--- config.mk ---
export PLATFORM = sky130hd
export DESIGN_NAME = uclk_ctrl
export DESIGN_NICKNAME = d
export VERILOG_FILES = /design/src/rtl/uclk_ctrl.sv
export SDC_FILE = /design/constraint.sdc
export NUM_CORES = 1
export LEC_CHECK = 0
export ABC_AREA = 1
export BUFFER_PORTS_ARGS = -buffer_cell sky130_fd_sc_hd__buf_2
export CAP_MARGIN = 5
export CORE_MARGIN = 5
export CORE_UTILIZATION = 37
export CTS_CLUSTER_DIAMETER = 40
export CTS_CLUSTER_SIZE = 30
export DETAILED_ROUTE_END_ITERATION = 6
export PLACE_DENSITY = 0.83
export SLEW_MARGIN = 20
export SYNTH_ARGS = -nofsm -noshare
export SYNTH_HDL_FRONTEND = slang
export SYNTH_SLANG_ARGS = --single-unit
--- constraint.sdc ---
create_clock -name clk -period 1.5 [get_ports clk]
set_input_delay 0.225 -clock clk [delete_from_list [all_inputs] [get_ports clk]]
set_output_delay 0.225 -clock clk [all_outputs]
set_load 0.02 [all_outputs]
--- src/rtl/uclk_ctrl.sv ---
// -----------------------------------------------------------------------------
// uclk_ctrl -- micro-cycle controller for the KS-10 microsequencer.
//
// Produces the single clock enable (clken) shared by the microsequencer, the
// CROM and the call/return stack. Implements console run / halt / single
// micro-step, a CROM-address breakpoint, a memory-wait stall and an optional
// micro-cycle counter.
//
// Optional feature macro: UCLK_CYCLE_COUNT_EN
//   defined   -> cycleCNT counts completed micro-cycles; cmdCLR clears it
//   undefined -> counter omitted, cycleCNT is constant 0, cmdCLR is ignored
//
// Parameters:
//   CLKDIV  system clocks per micro-cycle tick (>= 1)
//   RUNRST  state after reset: 0 = HALT, 1 = RUN
//   CNTW    width of the micro-cycle counter
//
// Ports:
//   clk       in   system clock
//   rst       in   asynchronous active-low reset
//   cmdRUN    in   pulse: enter RUN
//   cmdHALT   in   pulse: enter HALT
//   cmdSTEP   in   pulse: execute exactly one micro-cycle
//   cmdCLR    in   pulse: clear cycle counter
//   brkEN     in   breakpoint enable
//   brkADDR   in   breakpoint CROM address (12 bits)
//   addr      in   CROM address presented this cycle (12 bits)
//   memWAIT   in   memory/bus stall, blocks the micro-cycle
//   clken     out  micro-cycle enable to the CPU
//   halted    out  1 in HALT or BREAK
//   brkHIT    out  sticky breakpoint indicator
//   stepDONE  out  one-clk pulse after a single step completes
//   cycleCNT  out  completed micro-cycles (CNTW bits)
// -----------------------------------------------------------------------------
module uclk_ctrl #(
  parameter int CLKDIV = 4,
  parameter bit RUNRST = 1'b0,
  parameter int CNTW   = 32
) (
  input  logic            clk,
  input  logic            rst,
  input  logic            cmdRUN,
  input  logic            cmdHALT,
  input  logic            cmdSTEP,
  input  logic            cmdCLR,
  input  logic            brkEN,
  input  logic [11:0]     brkADDR,
  input  logic [11:0]     addr,
  input  logic            memWAIT,
  output logic            clken,
  output logic            halted,
  output logic            brkHIT,
  output logic            stepDONE,
  output logic [CNTW-1:0] cycleCNT
);

  typedef enum logic [1:0] {
    ST_HALT  = 2'd0,
    ST_RUN   = 2'd1,
    ST_STEP  = 2'd2,
    ST_BREAK = 2'd3
  } state_e;

  localparam state_e RST_STATE = RUNRST ? ST_RUN : ST_HALT;

  // Prescaler width kept at least 1 bit so CLKDIV = 1 still elaborates.
  localparam int          PW     = (CLKDIV > 1) ? $clog2(CLKDIV) : 1;
  localparam logic [PW-1:0] PS_MAX = PW'(CLKDIV - 1);
  localparam logic [PW-1:0] PS_ONE = PW'(1);

  logic [PW-1:0] ps_q, ps_d;
  state_e        state_q;
  logic          skip_q;
  logic          brk_hit_q;
  logic          step_done_q;

  logic          tick_s;
  logic          bpmatch_s;
  logic          want_s;

  assign tick_s = (ps_q == PS_MAX);

  // The breakpoint only fires in RUN, and not on the first micro-cycle after a
  // resume, so the instruction that broke gets to execute once.
  assign bpmatch_s = brkEN & (addr == brkADDR) & (state_q == ST_RUN) & ~skip_q;

  assign want_s = tick_s & ((state_q == ST_RUN) | (state_q == ST_STEP))
                  & ~memWAIT & ~bpmatch_s;

  // Gated by rst so no enable leaks out while reset is held (matters for
  // CLKDIV = 1 with RUNRST = 1, where every clock is a tick).
  assign clken    = want_s & rst;
  assign halted   = (state_q == ST_HALT) | (state_q == ST_BREAK);
  assign brkHIT   = brk_hit_q;
  assign stepDONE = step_done_q;

  // Prescaler next value: free-running 0..CLKDIV-1.
  always_comb begin
    ps_d = ps_q;
    if (tick_s) begin
      ps_d = '0;
    end else begin
      ps_d = ps_q + PS_ONE;
    end
  end

  // Prescaler register.
  always_ff @(posedge clk or negedge rst) begin
    if (!rst) begin
      ps_q <= '0;
    end else begin
      ps_q <= ps_d;
    end
  end

  // Control FSM with its registered flags. Command priority HALT > RUN > STEP.
  always_ff @(posedge clk or negedge rst) begin
    if (!rst) begin
      state_q     <= RST_STATE;
      skip_q      <= 1'b0;
      brk_hit_q   <= 1'b0;
      step_done_q <= 1'b0;
    end else begin
      step_done_q <= 1'b0;
      case (state_q)
        ST_HALT: begin
          if (cmdHALT) begin
            state_q <= ST_HALT;
          end else if (cmdRUN) begin
            state_q <= ST_RUN;
            skip_q  <= 1'b1;
          end else if (cmdSTEP) begin
            state_q <= ST_STEP;
          end else begin
            state_q <= ST_HALT;
          end
        end
        ST_RUN: begin
          if (want_s) begin
            skip_q <= 1'b0;
          end
          if (cmdHALT) begin
            state_q <= ST_HALT;
          end else if (tick_s & bpmatch_s & ~memWAIT) begin
            state_q   <= ST_BREAK;
            brk_hit_q <= 1'b1;
          end else begin
            state_q <= ST_RUN;
          end
        end
        ST_STEP: begin
          // Once the enable has gone out the step is complete; a HALT in the
          // same clock cannot take it back.
          if (want_s) begin
            state_q     <= ST_HALT;
            step_done_q <= 1'b1;
          end else if (cmdHALT) begin
            state_q <= ST_HALT;
          end else if (cmdRUN) begin
            state_q <= ST_RUN;
            skip_q  <= 1'b1;
          end else begin
            state_q <= ST_STEP;
          end
        end
        ST_BREAK: begin
          if (cmdHALT) begin
            state_q <= ST_HALT;
          end else if (cmdRUN) begin
            state_q   <= ST_RUN;
            skip_q    <= 1'b1;
            brk_hit_q <= 1'b0;
          end else if (cmdSTEP) begin
            state_q   <= ST_STEP;
            brk_hit_q <= 1'b0;
          end else begin
            state_q <= ST_BREAK;
          end
        end
        default: begin
          state_q <= RST_STATE;
        end
      endcase
    end
  end

`ifdef UCLK_CYCLE_COUNT_EN
  localparam logic [CNTW-1:0] CNT_ONE = CNTW'(1);

  logic [CNTW-1:0] cnt_q, cnt_d;

  // Counter next value: clear wins over a coincident micro-cycle.
  always_comb begin
    cnt_d = cnt_q;
    if (cmdCLR) begin
      cnt_d = '0;
    end else if (clken) begin
      cnt_d = cnt_q + CNT_ONE;
    end else begin
      cnt_d = cnt_q;
    end
  end

  // Micro-cycle counter register; wraps naturally at 2^CNTW.
  always_ff @(posedge clk or negedge rst) begin
    if (!rst) begin
      cnt_q <= '0;
    end else begin
      cnt_q <= cnt_d;
    end
  end

  assign cycleCNT = cnt_q;
`else
  logic unused_cmdclr_s;

  assign unused_cmdclr_s = cmdCLR;
  assign cycleCNT        = '0;
`endif

endmodule

Yosys cells after proc, flatten, opt, wreduce, memory -nomap -nowiden
Index checks and enable logic that the tools add are counted.
{"block": "classes", "addsub": 1, "n_reduce_logical": 5, "bitwise_logic": 14, "mux": 26, "n_eq_ne": 11}
{"op": "2-to-1 mux 2 bit", "n": 11}
{"op": "equality test 12 bit", "n": 1}
{"op": "2-to-1 mux 1 bit", "n": 12}
{"op": "bitwise AND 1 bit", "n": 9}
{"op": "!= test 2 bit (second input constant)", "n": 4}
{"op": "case mux 2 bit (4 select lines)", "n": 1}
{"op": "equality test 2 bit (second input constant)", "n": 3}
{"op": "AND reduction 5 bit", "n": 1}
{"op": "!= test 3 bit (second input constant)", "n": 1}
{"op": "inverter 1 bit", "n": 3}
{"op": "case mux 1 bit (3 select lines)", "n": 1}
{"op": "adder 2 x 1 -> 2 bit (second input constant)", "n": 1}
{"op": "equality test 2 x 1 -> 1 bit (second input constant)", "n": 1}
{"op": "zero test 2 bit", "n": 1}
{"op": "!= test 2 x 1 -> 1 bit (second input constant)", "n": 1}
{"op": "OR 1 bit", "n": 2}
{"op": "case mux 1 bit (2 select lines)", "n": 1}
{"op": "AND reduction 2 bit", "n": 1}
{"op": "nonzero test 2 bit", "n": 1}
{"op": "OR reduction 2 bit", "n": 1}
{"block": "word_totals", "in_bits": 32, "register_bits": 7, "output_inout_bits": 36, "elab_cells": 62}

Longest topological paths before layout
Gate-level depths: netlist of run 1.
{"block": "logic_depth", "ltp_word": 9, "mapped_depth": 12}

Least setup slack after synthesis of run 1
No wires, ideal clock.
{"block": "synth_timing", "path_kind": "register to output", "startpoint": "reg state_q[0]", "endpoint": "out clken", "path_slack_ns": -0.110, "t_required_ns": 1.275, "path_stages_with_launch": 7, "t_arrival_ns": 1.385, "path_cell_list": "dfrtp_1 -> inv_1 -> ha_1 -> inv_1 -> nor2_1 -> nand2_1 -> nor2_1"}
{"block": "synth_between", "elab_chain_cells": 6}
{"item": "from (decl)", "line_no": "72", "source": "state_e state_q;"}
{"item": "from (signal assigned)", "line_no": "119", "source": "state_q <= RST_STATE;"}
{"item": "from (signal assigned)", "line_no": "128", "source": "state_q <= ST_HALT;"}
{"item": "from (signal assigned)", "line_no": "130", "source": "state_q <= ST_RUN;"}
{"item": "equality test 2 x 1 -> 1 bit / equality test 2 bit (equally long branches)", "line_no": "85, 87"}
{"item": "OR 1 bit / bitwise AND 1 bit (equally long branches)", "line_no": "87, 85"}
{"item": "bitwise AND 1 bit, on equally long branches", "line_no": "87, 85"}
{"item": "bitwise AND 1 bit / inverter 1 bit (equally long branches)", "line_no": "88", "source": "& ~memWAIT & ~bpmatch_s;"}
{"item": "bitwise AND 1 bit *", "line_no": "88"}
{"item": "bitwise AND 1 bit *", "line_no": "92", "source": "assign clken = want_s & rst;"}
{"item": "to (decl)", "line_no": "50", "source": "output logic clken,"}
Mark *: on every way between the ends. The rest lies on a longest branch, timed or not.

Final worst setup path of run 1
{"block": "layout_timing", "startpoint": "reg state_q[1]", "endpoint": "out clken"}
The elaborated chain is that of the path after synthesis.

==> qor.yml, run 1 <==
grt_setup_unrepaired: "yes"
ys_seq_area_share_pct: 18.6
synth.area.top_cells: "buf_4 25%, dfrtp_1 19%, nand2_1 14%"
die_h_um: 60.5
gr-usage-met3_pct: 5.11
post-route-min-period_ns: 1.75
power_frac_clock_pct: 24.2
tritoncts: "done"
crit_path_end_kind: "output pin"
grt_pass1_vias: 790
p_sw_share_pct: 40.3
use_met2_pct: 21.9
skew_ns: 0.000443
cap_viol_max_count: 0
layout.nets: 240
drive_gt1_share_pct: 34.8
maxSlewViolCount: 0
synthArstFlopShare_pct: 100
avgSynthCellArea_um2: 6.37
hp-class: "primary input to register"
dieArea_mm2: 0.00366
grt_antenna_before_repair: 0
io_pins: 68
route.detailed.drc: 0
fp.dieW_um: 60.5
required_ns: 1.27
power_density_mw_per_mm2: 572
row_count: 18
hold_ws_ns: 0.235
use_met1_pct: 10.7
numCtsBuffers: 3
hold_viol_final: 0
fillCellCount: 243
start_kind: "register"
status: "finished with violations"
overflow: 0
root_buffer: "clkbuf_4"
busiest_layer: "met2"
p_switching_w: 0.000295
critical_path_class: "register to output pin"
clkLatencyLatePin_ns: 0.26
hpwl_um: 1770
tns_ns: -0.714
drt_iter0_drc: 10
finalCritPeriodShare_pct: 117
gp_congestion: 0.894
grt_pass1_wl_um: 3090
clock_path_buffers: 2
num_vias: 917
h-tree-depth: 1
synth-main-ff-cell: "dfrtp_1"
drt-pass1-iter-count: 4
grt.total_usage_pct: 11.7
setup_violations: 6
port_buffers: 34
leakage_nw: 0.774
ant_nets: 0
yosysWarnings: 0
syn-cell-area_um2: 942
antenna-diode-count: 0
core-area_mm2: 0.00245
setup_slack_ns: -0.251
final_cell_area_mm2: 0.00128
violations: "setup timing"
synth_top_area_cell: "buf_4"
area_delta_synth_final_pct: 36.3
synthCells: 148
arrival_ns: 1.53
final_util_pct: 52.3
grt_max_degree: 8
initial_core_util_pct: 38.4
cts.sinks: 7
routedWlPerCell_um: 9.61
pwr-share-seq_pct: 30.6
pwr-share-comb_pct: 45.2
synth_edf_count: 0
vdd_drop_max_mv: 0.385
yosysTopAreaCellShare_pct: 25.5
yosysUniqueCellTypes: 19
clock.fmax_mhz: 571
ys_ff_latch: 7
worstPathMaxFanout: 3
place_ws_ns: -0.180
via_per_inst: 3.97
power.internal_w: 0.000438
postPlaceCellArea_mm2: 0.00110
path_clk_slew_ns: 0.05
totalWireLength_um: 2220
==> layer usage <==
layer | wire [um] | part of all wire (%) | vias to the layer above
met4 | 30 | 1.4 | 0
met3 | 247 | 11 | 5
met5 | 0 | 0 | -
li1 | - | - | 483
met2 | 1220 | 55 | 35
met1 | 726 | 33 | 394
==> layout make-up <==
type	count	area (um2)	share of cell area [%]
Tap cell	30	37.5	2.92
Timing Repair Buffer	50	309	24.1
Sequential cell	7	175	13.6
Multi-Input combinational cell	112	631	49.1
Inverter	28	105	8.19
Clock buffer	4	26.3	2.05
==> layout by cell type, fill, tap and decap left out, types with 4 or more instances in the layout <==
cell / Yosys / layout
nand2_1: 35 / 34
buf_2: 0 / 32
xnor2_1: 4 / 4
nor2_1: 13 / 10
dfrtp_1: 7 / 7
buf_4: 32 / 14
nand3_2: 1 / 4
conb_1: 1 / 32
inv_1: 28 / 25
ha_1: 6 / 4
nand3_1: 9 / 5
==> worst max-delay path: stages (launching register included) <==
cell	delay [ns]
dfrtp_1	0.38
inv_2	0.09
ha_4	0.14
nand3_2	0.05
nor2_1	0.08
nand2_1	0.07
nor2_2	0.11
nand2_2	0.09
nand2_4	0.09
nor2_4	0.03
buf_6	0.12
==> kinds of logic (layout without fill, tap and decap cells) <==
group	after synthesis	count (layout)	share of synthesized area (%)
buffers and inverters	60	82	36.7
adder cells (fa/ha/maj)	6	6	7.97
other	1	32	0.398
AND/OR/NAND/NOR	62	62	27.6
flip-flops	7	7	18.6
AO/OA/AOI/OAI	8	8	5.05
XOR/XNOR	4	4	3.72
==> timing repair <==
item | 4_1_cts | 5_1_grt
pin swaps | 6 | 1
endpoints found under the hold margin | 7 | 0
endpoints found under the setup margin | 6 | 7
hold buffers | 1 | 0
buffers inserted | 3 | 3
gates resized for setup | 18 | 5
==> per-stage QoR <==
stage	instances	power, W
6_report	231	0.000734
5_1_grt	231	0.000788
4_1_cts	228	0.000734
3_5_place_dp	220	0.000522
3_3_place_gp	220	0.000515
2_1_floorplan	179	0.000477
==> cells in the mapped netlist (2+ instances only) <==
master,number
o21ai_0,2
buf_4,32
inv_1,28
dfrtp_1,7
nand2_1,35
o21ai_1,3
nand3_1,9
nor2_1,13
ha_1,6
xnor2_1,4
==> sequential cells by signal, indices dropped and copies added, names as in the netlist <==
name,count
ps_q,2
state_q,2
brkHIT,1
skip_q,1
stepDONE,1
==> power groups by stage <==
stage                     combinational (W)  sequential [W]  clock (W)
final                              0.000332        0.000225   0.000177
after global routing               0.000366        0.000227   0.000194
after CTS                          0.000322        0.000225   0.000186
after detailed placement           0.000295        0.000227          0
after global placement             0.000289        0.000226          0
after floorplan                    0.000238        0.000239          0
==> path summary, 6_finish.rpt <==
| check | from | to | slack, ns | cells past startpoint |
|---|---|---|---|---|
| setup reg to reg | state_q[1] | brkHIT | -0.13 | 12 |
| hold / removal | cmdSTEP | state_q[1] | 0.23 | 3 |
| setup / recovery | state_q[1] | clken | -0.25 | 10 |
| hold reg to reg | ps_q[0] | ps_q[0] | 0.44 | 1 |
| max in group asynchronous | rst | state_q[0] | 0.82 | 2 |
| min in group asynchronous | rst | ps_q[0] | 0.42 | 2 |
No activity file was read; power rests on OpenSTA's default activity.
==> inputs of run 2 (changes only) <==
- PLACE_DENSITY: 0.83 -> 0.86
==> qor.yml, run 2 (synthesis results as in run 1) <==
status: "finished with violations"
violations: "setup timing"
io_pins: 68  # unchanged
tritoncts: "done"
gr-usage-met3_pct: 4.04  # -1.1 points
overflow: 0  # unchanged
maxSlewViolCount: 0  # unchanged
drive_gt1_share_pct: 33.2  # -1.7 points
power_density_mw_per_mm2: 587  # +2.8%
drt_iter0_drc: 31  # +21
place_ws_ns: -0.145  # +0.0354 ns
final_util_pct: 51.0  # -1.3 points
ant_nets: 0  # unchanged
cap_viol_max_count: 0  # unchanged
gp_congestion: 0.882  # -1.3%
arrival_ns: 1.51  # -0.02 ns
use_met1_pct: 11.1  # +0.40 points
layout_commonest_cell: "nand2_1"
required_ns: 1.27  # about the same
skew_ns: 0.00115  # +0.000704 ns
layout.nets: 238  # -0.83%
critical_path_class: "register to output pin"
area_delta_synth_final_pct: 32.9
routedWlPerCell_um: 9.40  # -2.2%
hpwl_um: 1790  # +0.97%
path_clk_slew_ns: 0.06  # about the same
numCtsBuffers: 3  # unchanged
hold_viol_final: 0  # unchanged
postPlaceCellArea_mm2: 0.00110  # -0.68%
largestRegisters: "ps_q (2), state_q (2)"
layout.cells.non_filler: 229  # -0.87%
num_vias: 925  # +0.87%
via_per_inst: 4.04  # +1.8%
crit_path_end_kind: "output pin"
pwr-share-comb_pct: 44.4  # -0.8 points
setup_violations: 5  # -1
grt.total_usage_pct: 11.5  # -0.21 points
antenna-diode-count: 0  # unchanged
dieArea_mm2: 0.00366  # unchanged
power.internal_w: 0.000435  # -0.67%
finalCritPeriodShare_pct: 116  # -1.1 points
p_sw_share_pct: 40.8  # +0.55 points
busiest_layer: "met2"
clock.fmax_mhz: 577  # +0.95%
row_count: 18  # unchanged
cts.sinks: 7  # unchanged
pwr-share-seq_pct: 30.7  # about the same
die_h_um: 60.5  # unchanged
final_cell_area_mm2: 0.00125  # -2.4%
post-route-min-period_ns: 1.73  # -0.0164 ns
use_met2_pct: 23.3  # +1.4 points
grt_setup_unrepaired: "yes"
worstPathMaxFanout: 2  # -1
grt_max_degree: 8  # unchanged
initial_core_util_pct: 38.4  # unchanged
hp-class: "primary input to register"
power_w: 0.000736  # +0.26%
dp.cells: 219  # -0.45%
drt-pass1-iter-count: 4  # unchanged
setup_slack_ns: -0.234  # +0.0164 ns
power_frac_clock_pct: 24.9  # +0.7 points
start_kind: "register"
p_switching_w: 0.000300  # +1.6%
root_buffer: "clkbuf_4"
clock_path_buffers: 2  # unchanged
vdd_drop_max_mv: 0.444  # +15%
core-area_mm2: 0.00245  # unchanged
critPathMaxStageDelay_ns: 0.39  # about the same
h-tree-depth: 1  # unchanged
cp_cell_sequence: "inv_2, ha_4, nand3_2, nor2_1, nand2_1, nor2_2, nand2_2, nand2_4, nor2_4, buf_6"
fp.dieW_um: 60.5  # unchanged
grt_pass1_vias: 802  # +1.5%
slowest_stage: "dfrtp_1"
final_cell_mix: "34 x nand2_1, 32 x conb_1, 32 x buf_2, 26 x inv_1, 13 x buf_4"
totalWireLength_um: 2150  # -3.1%
grt_antenna_before_repair: 0  # unchanged
route.detailed.drc: 0  # unchanged
grt_pass1_wl_um: 3130  # +1.3%
clkLatencyLatePin_ns: 0.26  # about the same
port_buffers: 34  # unchanged
leakage_nw: 0.758  # -2.0%
==> run 2: layout make-up <==
cell class / instances / area (um2)
Tap cell: 30 / 37.5
Sequential cell: 7 / 175
Timing Repair Buffer: 48 / 290
Fill cell: 247 / 1200
Multi-Input combinational cell: 112 / 618
Inverter: 28 / 105
Clock buffer: 4 / 26.3
==> run 2: worst paths after layout <==
kind,start,depth (start not counted),slack [ns],endpoint
worst max-delay path,state_q[1],10,-0.23,clken
worst min-delay path,cmdSTEP,3,0.24,state_q[1]
worst max register to register,state_q[1],12,-0.15,brkHIT
worst min register to register,ps_q[0],1,0.44,ps_q[0]
max in group asynchronous,rst,2,0.85,brkHIT
min in group asynchronous,rst,2,0.41,ps_q[1]
==> run 2: what timing repair did <==
item	CTS	global route
endpoints found under the setup margin	5	6
gates resized for setup	15	4
pin swaps	6	2
endpoints found under the hold margin	7	0
setup buffers	3	2
gates cloned	0	0
hold buffers	1	0
==> run 2: layer usage <==
layer / vias up / share of wire, %
met3: 4 / 11
met5: - / 0
met1: 400 / 34
met2: 42 / 54
met4: 0 / 1.2
li1: 479 / -
==> run 2: critical path, delay by kind of cell (launching register included) <==
| family | cells | cell delay [ns] |
|---|---|---|
| AND/OR/NAND/NOR | 7 | 0.52 |
| flip-flops | 1 | 0.39 |
| buffers and inverters | 2 | 0.20 |
| adder cells (fa/ha/maj) | 1 | 0.13 |
==> run 2: metrics by stage <==
step	hold slack (ns)	setup TNS, ns
after CTS	0.252	-0.500
after detailed placement	0.0795	-0.451
after floorplan	-0.0706	-0.0283
after global routing	0.270	-1.20
final	0.241	-0.540
after global placement	0.0722	-0.252
==> run 2: power by group through the flow <==
| stage | combinational [W] | sequential [W] | clock, W |
|---|---|---|---|
| after floorplan | 0.000238 | 0.000239 | 0 |
| after global placement | 0.000289 | 0.000226 | 0 |
| after detailed placement | 0.000294 | 0.000228 | 0 |
| after CTS | 0.000319 | 0.000225 | 0.000185 |
| after global routing | 0.000366 | 0.000228 | 0.000193 |
| final | 0.000327 | 0.000226 | 0.000183 |
